### src/rtl/prng_stream.sv
// ============================================================================
// Module      : prng_stream
// Description : Parametrised Fibonacci-LFSR random-word generator delivering
//               OUT_W-bit words on a valid/ready stream, with runtime seeding.
//               Optional period-wrap detection when PRNG_PERIOD_DET_EN is
//               defined; otherwise period_wrap is tied low.
// Revision    : 1.0 - initial release
// ============================================================================
`default_nettype none

module prng_stream #(
  parameter int                 STATE_W      = 16,
  parameter int                 OUT_W        = 8,
  parameter logic [STATE_W-1:0] TAPS         = 16'hD008,
  parameter logic [STATE_W-1:0] DEFAULT_SEED = 16'hACE1
) (
  input  logic               clk,
  input  logic               rst_n,
  input  logic               ena,
  input  logic               seed_load,
  input  logic [STATE_W-1:0] seed_data,
  output logic [OUT_W-1:0]   out_data,
  output logic               out_valid,
  input  logic               out_ready,
  output logic               period_wrap
);

  localparam int               CNT_W    = (OUT_W > 1) ? $clog2(OUT_W) : 1;
  localparam int               COL_W    = (OUT_W > 1) ? OUT_W - 1 : 1;
  localparam logic [CNT_W-1:0] LAST_BIT = CNT_W'(OUT_W - 1);

  typedef enum logic [0:0] {
    S_FILL  = 1'b0,
    S_VALID = 1'b1
  } fsm_e;

  fsm_e               fsm_q;
  logic [STATE_W-1:0] lfsr_q;
  logic [STATE_W-1:0] lfsr_d;
  logic [STATE_W-1:0] seed_eff;
  logic [COL_W-1:0]   collect_q;
  logic [OUT_W-1:0]   word_d;
  logic [CNT_W-1:0]   bit_cnt_q;
  logic [OUT_W-1:0]   out_data_q;
  logic               out_valid_q;
  logic               fb;
  logic               step;

  assign fb       = ^(lfsr_q & TAPS);
  assign lfsr_d   = {lfsr_q[STATE_W-2:0], fb};
  assign seed_eff = (seed_data == '0) ? DEFAULT_SEED : seed_data;
  assign step     = !seed_load && ena && (fsm_q == S_FILL);

  // Earliest generated bit ends up as the MSB of the completed word.
  if (OUT_W == 1) begin : g_word_single
    assign word_d = fb;
  end else begin : g_word_multi
    assign word_d = {collect_q, fb};
  end

  always_ff @(posedge clk or negedge rst_n) begin
    if (!rst_n) begin
      fsm_q       <= S_FILL;
      lfsr_q      <= DEFAULT_SEED;
      collect_q   <= '0;
      bit_cnt_q   <= '0;
      out_data_q  <= '0;
      out_valid_q <= 1'b0;
    end else if (seed_load) begin
      fsm_q       <= S_FILL;
      lfsr_q      <= seed_eff;
      collect_q   <= '0;
      bit_cnt_q   <= '0;
      out_valid_q <= 1'b0;
    end else if (fsm_q == S_FILL) begin
      if (ena) begin
        lfsr_q    <= lfsr_d;
        collect_q <= word_d[COL_W-1:0];
        if (bit_cnt_q == LAST_BIT) begin
          out_data_q  <= word_d;
          out_valid_q <= 1'b1;
          bit_cnt_q   <= '0;
          fsm_q       <= S_VALID;
        end else begin
          bit_cnt_q <= bit_cnt_q + CNT_W'(1);
        end
      end
    end else begin
      if (out_ready) begin
        out_valid_q <= 1'b0;
        fsm_q       <= S_FILL;
      end
    end
  end

  assign out_data  = out_data_q;
  assign out_valid = out_valid_q;

`ifdef PRNG_PERIOD_DET_EN
  logic [STATE_W-1:0] ref_q;
  logic               period_wrap_q;

  always_ff @(posedge clk or negedge rst_n) begin
    if (!rst_n) begin
      ref_q         <= DEFAULT_SEED;
      period_wrap_q <= 1'b0;
    end else if (seed_load) begin
      ref_q         <= seed_eff;
      period_wrap_q <= 1'b0;
    end else begin
      period_wrap_q <= step && (lfsr_d == ref_q);
    end
  end

  assign period_wrap = period_wrap_q;
`else
  assign period_wrap = 1'b0;
`endif

endmodule

`default_nettype wire

### config.mk
export PLATFORM = sky130hd
export DESIGN_NAME = prng_stream
export DESIGN_NICKNAME = d
export VERILOG_FILES = /design/src/rtl/prng_stream.sv
export SDC_FILE = /design/constraint.sdc
export NUM_CORES = 1
export LEC_CHECK = 0
export CAP_MARGIN = 40
export CORE_ASPECT_RATIO = 0.8
export CORE_MARGIN = 2
export CORE_UTILIZATION = 45
export DETAILED_ROUTE_END_ITERATION = 10
export PLACE_DENSITY = 0.7
export SYNTH_ARGS = -nofsm -noshare
export SYNTH_HDL_FRONTEND = slang
export SYNTH_SLANG_ARGS = --single-unit
### constraint.sdc
create_clock -name clk -period 3 [get_ports clk]
set_clock_uncertainty 0.2 [all_clocks]
set_input_delay 0.9 -clock clk [delete_from_list [all_inputs] [get_ports clk]]
set_output_delay 0.9 -clock clk [all_outputs]
set_load 0.02 [all_outputs]
=== After elaboration in Yosys (flattened, before gate mapping) ===
Index checks and enable logic that the tools add are counted.

* Add/sub/neg operators: 1
* Eq/ne operators: 3
* Muxes and demuxes: 21
* Bitwise logic cells: 2
* Reduce and logical (&&, ||, !) cells: 8

{| class="wikitable"
|+ Operators with widths
! kind !! count
|-
| $mux W16 || 4
|-
| $mux W7 || 3
|-
| $logic_not A16 Y1 || 1
|-
| $reduce_xor A16 Y1 || 1
|-
| $mux W3 || 4
|-
| $mux W1 || 10
|-
| $reduce_bool A3 Y1 || 2
|-
| $reduce_and A4 Y1 || 1
|-
| $add A3 B1 Y3 const B || 1
|-
| $eq A3 B3 Y1 const B || 1
|-
| $ne A3 B3 Y1 const B || 1
|-
| $reduce_and A3 Y1 || 1
|-
| $ne A2 B2 Y1 const B || 1
|-
| $not A1 Y1 || 2
|-
| $reduce_and A2 Y1 || 1
|-
| $reduce_bool A2 Y1 || 1
|}

* Flip-flop bits (word level): 36
* Input port bits: 21
* Output and inout port bits: 10
* Word-level logic and storage cells: 41

=== Logic depth before layout (Yosys ltp) ===
Gate-level depths: netlist of run 1.

* Depth in word-level cells: 5
* Gate-level depth with buffers: 6
* Mapped depth without buffers: 5

=== Least setup slack after synthesis of run 1 ===
Ideal clock, no wire load.

* Path kind: input to register
* From: input port seed_data[5]
* To: register lfsr_q[10]
* Library setup time: 0.072 ns
* Arrival: 1.630 ns
* Required time: 2.728 ns
* Setup slack: 1.098 ns
* Stages: 5
* Buffers on the path: 1
* Cell sequence: nor4_1 -> and4_1 -> buf_4 -> o22ai_1 -> o21ai_1

* Word-level cells in the longest chain between the ends: 3

{| class="wikitable"
|+ Ends and longest elaborated chain
! element !! line !! text
|-
| from (decl) || 21 || <nowiki>input logic [STATE_W-1:0] seed_data,</nowiki>
|-
| $logic_not A16 Y1 || 51 || <nowiki>assign seed_eff = (seed_data == '0) ? DEFAULT_SEED : seed_data;</nowiki>
|-
| $mux W16 || 51 ||
|-
| $mux W16 || 69 || <nowiki>end else if (seed_load) begin</nowiki>
|-
| to (signal assigned) || 77 || <nowiki>lfsr_q <= lfsr_d;</nowiki>
|-
| to (decl) || 38 || <nowiki>logic [STATE_W-1:0] lfsr_q;</nowiki>
|}

Every way passes these cells.
A chain may end at the register's enable or synchronous reset.

=== Final worst setup path of run 1 ===
* From: register out_valid_q, in the netlist out_valid
* To: output port out_valid

{| class="wikitable"
|+ RTL lines
! element !! line !! text
|-
| from (decl) || 45 || <nowiki>logic out_valid_q;</nowiki>
|-
| from (signal assigned) || 68 || <nowiki>out_valid_q <= 1'b0;</nowiki>
|-
| from (signal assigned) || 74 || <nowiki>out_valid_q <= 1'b0;</nowiki>
|-
| from (signal assigned) || 81 || <nowiki>out_valid_q <= 1'b1;</nowiki>
|-
| to (decl) || 23 || <nowiki>output logic out_valid,</nowiki>
|}

No word-level cell between the ends.

==> results of run 1 <==
how the worst max path moves through the flow:
stage	from	end	slack [ns]	cells past startpoint
2_1_floorplan	seed_data[5]	lfsr_q[10]	1.10	5
3_3_place_gp	seed_load	collect_q[1]	0.41	5
3_5_place_dp	seed_load	collect_q[1]	0.40	5
4_1_cts	out_data[1]	out_data[1]	0.63	1
5_1_grt	seed_data[11]	lfsr_q[11]	0.57	5
6_report	out_valid	out_valid	0.64	1
registers in the layout, summed over array words and instances (netlist names):
signal     flops
out_valid      1
fsm_q          1
collect_q      7
lfsr_q        16
out_data       8
bit_cnt_q      3
final cells by class:
type,instances,share of cell area [%]
Inverter,1,0.1814
Tap cell,42,2.539
Clock inverter,1,0.3628
Timing Repair Buffer,34,15.84
Clock buffer,7,4.172
Sequential cell,36,44.01
Multi-Input combinational cell,95,32.89
cell usage after synthesis (2+ instances only):
cell type	n
a21oi_1	2
o21ai_1	15
a22o_1	8
mux2i_1	8
o21ai_0	3
dfstp_2	8
nand2b_1	3
nor3_1	2
nor4_1	4
xnor2_1	4
or2b_1	2
mux2_4	7
buf_4	5
ha_1	2
nand2_1	19
buf_6	3
dfrtp_1	28
o22ai_1	5
nor2_1	2
per-layer routing:
| layer | share of wire [%] | track usage [%] | vias up |
|---|---|---|---|
| met3 | 3.6 | 5.993 | 5 |
| met4 | 1.2 | 5.660 | 0 |
| met1 | 48 | 26.20 | 575 |
| met5 | 0 | 0 | - |
| li1 | - | - | 567 |
| met2 | 47 | 25.95 | 20 |
metrics by stage:
stage | util, % | setup WS [ns] | cells | cell area [sq um]
3_5_place_dp | 56.53 | 0.3976 | 208 | 1976
6_report | 59.22 | 0.6415 | 216 | 2069
5_1_grt | 59.22 | 0.5686 | 216 | 2069
2_1_floorplan | - | 1.098 | 141 | 1669
3_3_place_gp | 56.53 | 0.4140 | 208 | 1976
4_1_cts | 59.22 | 0.6281 | 216 | 2069
power by group:
part | switching [mW] | total [mW] | internal, mW
logic | 0.0673 | 0.139 | 0.0719
registers | 0.0259 | 0.558 | 0.532
clock network | 0.169 | 0.355 | 0.186
total | 0.262 | 1.05 | 0.791
kinds of logic after synthesis:
| kind of cell | Yosys count |
|---|---|
| AND/OR/NAND/NOR | 38 |
| flip-flops | 36 |
| AO/OA/AOI/OAI | 35 |
| multiplexers | 15 |
| buffers and inverters | 10 |
| XOR/XNOR | 4 |
| adder cells (fa/ha/maj) | 2 |
| other | 1 |
==> out/metrics.csv, run 1 <==
metric,value,unit
status,"complete, no violations",
htreeDepth,2,
finalPower,1.052,mW
crit_arrival,1.26,ns
num_io_pins,31,
clock.fmax,424.0,MHz
insertion_delay,0.28,ns
vias,1167,
whs_endpoint,lfsr_q[15],
syn_area,1669,sq um
cts.clk_slew.worst_paths,0.07,ns
drive_gt1_share,18.39,%
slowest_delay,0.61,ns
grt_start_max_net_pins,37,
synthSimpleGateAreaFrac,12.59,%
regArea,910.9,sq um
yosysWarnings,0,
critPathKind,reg2out,
synth_compound_area_share,13.12,%
gr-total-overflow,0,
yosysTopAreaCellShare,41.98,%
r2r-start,bit_cnt_q[0],
multiInputGateArea,680.7,sq um
hold_path.class,reg2reg,
setup_violations,0,
dpl.hpwl,2.352,mm
postRouteAntennaNets,0,
syn_nets,164,
fillers,291,
synth-edff-count,0,
antenna_found_initial,0,
viasPerCell,5.403,
grtUsageTotal,18.14,%
layout_common_cells,"clkdlybuf4s50_1 (29), dfrtp_1 (28), nand2_1 (19)",
tritoncts,yes,
area_growth,23.99,%
synthAdderAreaFrac,1.499,%
ys_top_cells_by_area,"dfrtp_1 (42%), dfstp_2 (13%), mux2_4 (6.3%)",
clock-sinks,36,
synth.distinct_cells,30,
wl_per_cell,15.00,microns
dr.pass1.iters,4,
fin_crit,2.358,ns
post-route-drc-count,0,
finalHoldViolCount,0,
synth_area_per_cell,11.84,sq um
cp-start-kind,register,
cp-end-kind,primary output,
synthFlopType,dfrtp_1,
slowest_stage,clkdlybuf4s50_1,
portBuffers,29,
path_delay_family,buffers and inverters,
worstHoldStart,lfsr_q[15],
synth_xor_area_share,2.099,%
worst-path-max-fanout,2,
synth-seq-cells,36,
grt_pass1_wl,5.768,mm
worst_ep_required_time,1.90,ns
p_leak,0.9347,nW
rsz0062_at_grt,no,
pwr_density_cell,508.5,nW/um^2
drt_iter0_drc,80,
globalplace.congestion,0.8215,
root_buffer,clkbuf_8,
synth_cells,141,
worstHoldPathCells,2,
fin_hold_ws,0.2726,ns
finalSetupTns,0,ns
postCtsSetupBuffers,0,
fin_crit_sh,78.62,%
clockBufferDepth,2,
initial_core_util,47.76,%
cts_resized,0,
antenna_cells,0,
rr_endpoint,out_data[1],
core-area,3495,sq um
crit_chain,clkdlybuf4s50_1,
dieArea,4215,sq um
nets,196,
path_buf_inv,1,
die_h,58.48,microns
totalWireLength,3.241,mm
yosysTopAreaCell,dfrtp_1,
r2r_slack,1.36,ns
row_count,19,
synthMuxAreaShare,11.09,%
grt_pass1_vias,1136,
drv_slew,0,
drv_cap,0,
die_w,72.09,microns
async_flop_share,100.0,%
r2r_cells,4,
cts_buffers,5,
peakVddDrop,0.0003207,V
yosysSeqAreaShare,54.57,%
layout_commonest_cell,clkdlybuf4s50_1,
synth_top_family_by_area,compound AO/OA/AOI/OAI gates,
cts_hold_buf,0,
Note: power is estimated with default switching activity, not from simulation.
==> run 2: changes to the inputs <==
Settings changed: PLACE_DENSITY 0.7 to 0.73.
Clock period 3 ns to 2 ns, I/O delays scaled along.
==> run 2 against run 1 <==
Net effect:
- non-clock buffer count up 12
- cell area up 6.7%
- via count up 4.3%
- flip-flop and latch count unchanged
- hold slack about the same
- sequential power up 50%
- core utilization up 3.9 points
- first-iteration DRC count up 8.8%
- global-route usage up 0.37 points
- routed wire length up 4.9%
- critical path depth up 4
- critical endpoint is now lfsr_q[7]
==> out/metrics.csv, run 2 (synthesized netlist as in run 1, its figures left out) <==
metric,value,unit
initial_core_util,47.76,%
row_count,19,
status,"complete, no violations",
peakVddDrop,0.0005683,V
grt_pass1_vias,1263,
drv_cap,0,
die_h,58.48,microns
r2r-start,bit_cnt_q[0],
layout_common_cells,"dfrtp_1 (28), clkdlybuf4s50_1 (20), nand2_1 (19)",
cts_buffers,5,
cts_hold_buf,0,
vias,1217,
num_io_pins,31,
largest-register,lfsr_q,
cp-start-kind,primary input,
fillers,266,
clock-sinks,36,
multiInputGateArea,683.2,sq um
grt_start_max_net_pins,37,
drive_gt1_share,24.19,%
cts.clk_slew.worst_paths,0.07,ns
antenna_cells,0,
slowest_delay,0.44,ns
final_area,2207,sq um
post-route-drc-count,0,
nets,208,
crit_chain,"clkdlybuf4s50_1, nor4_1, and4_4, o22ai_1, o21ai_1",
worstHoldStart,lfsr_q[11],
gr-total-overflow,0,
antenna_found_initial,0,
htreeDepth,2,
tritoncts,yes,
dieArea,4215,sq um
largest_register_ffs,16,
post-route-util,63.16,%
path_buf_inv,1,
critPathKind,in2reg,
clock.fmax,525.6,MHz
viasPerCell,5.338,
layout_commonest_cell,dfrtp_1,
drt_iter0_drc,87,
startpoint,seed_data[13],
worst-path-max-fanout,8,
final_cells,228,
path_delay_family,simple AND/OR/NAND/NOR gates,
numPlacedInstances,220,
postRouteAntennaNets,0,
clockBufferDepth,2,
wl_per_cell,14.91,microns
setup_violations,0,
cp-end-kind,register,
pwr_density_cell,740.0,nW/um^2
area_growth,32.23,%
insertion_delay,0.28,ns
placed_area,2116,sq um
portBuffers,29,
fin_crit_sh,95.12,%
rsz0062_at_grt,no,
grt_pass1_wl,5.885,mm
worst_ep_required_time,2.00,ns
regArea,910.9,sq um
finalHoldViolCount,0,
dr.pass1.iters,5,
postCtsSetupBuffers,0,
p_leak,1.061,nW
fin_crit,1.902,ns
globalplace.congestion,0.7519,
slowest_stage,clkdlybuf4s50_1,
totalWireLength,3.400,mm
die_w,72.09,microns
crit_arrival,1.91,ns
hold_path.class,reg2reg,
root_buffer,clkbuf_8,
finalSetupTns,0,ns
grtUsageTotal,18.51,%
core-area,3495,sq um
dpl.hpwl,2.480,mm
drv_slew,0,
## run 2: worst paths after layout
check | slack [ns] | depth (start not counted) | endpoint
max | 0.1 | 5 | lfsr_q[7]
min | 0.27 | 2 | lfsr_q[11]
max reg2reg | 0.35 | 4 | out_data[2]
min reg2reg | 0.27 | 2 | lfsr_q[11]
max in group asynchronous | 0.85 | 2 | lfsr_q[13]
min in group asynchronous | 0.49 | 2 | lfsr_q[9]
## run 2: where the power goes
group / internal, mW / switching [mW]
clock network: 0.314 / 0.239
registers: 0.798 / 0.0391
logic: 0.133 / 0.110
total: 1.25 / 0.388
## run 2: what timing repair did
item	CTS	global route
endpoints found under the setup margin	9	6
endpoints found under the hold margin	0	0
gates resized for setup	9	2
## run 2: worst register-to-register path, cell delays in order (launching register included)
cell and delay, ns:
dfrtp_1 0.41, ha_1 0.21, ha_1 0.22, nand2_4 0.17, mux2_4 0.32
## run 2: metal layers
metal	GRT usage, %	share of wire, %
met1	25.67	47
met2	28.31	48
met5	0	0
met4	6.469	1.7
met3	4.966	3.6
## run 2: per-stage QoR
step | hold slack, ns | total power [mW] | worst slack (ns)
floorplan | 0.1044 | 0.9664 | 0.3983
global placement | 0.2517 | 1.082 | -0.2180
detailed placement | 0.2653 | 1.094 | -0.2798
CTS | 0.2756 | 1.654 | 0.01488
global route | 0.2907 | 1.724 | 0.01357
finish | 0.2724 | 1.633 | 0.09750
## run 2: cell type report
cell class                 instances  area share (%)
sequential                        36           41.27
multi-input combinational         95           30.95
timing repair buffer              46           20.69
clock buffer                       8           4.535
tap                               42           2.381
inverter                           1          0.1701
==> run 3: changes to the inputs <==
Settings changed: SLEW_MARGIN set to 30.
==> results of run 3 <==
Same layout as run 2: the final DEF is identical, and so are final timing and power.
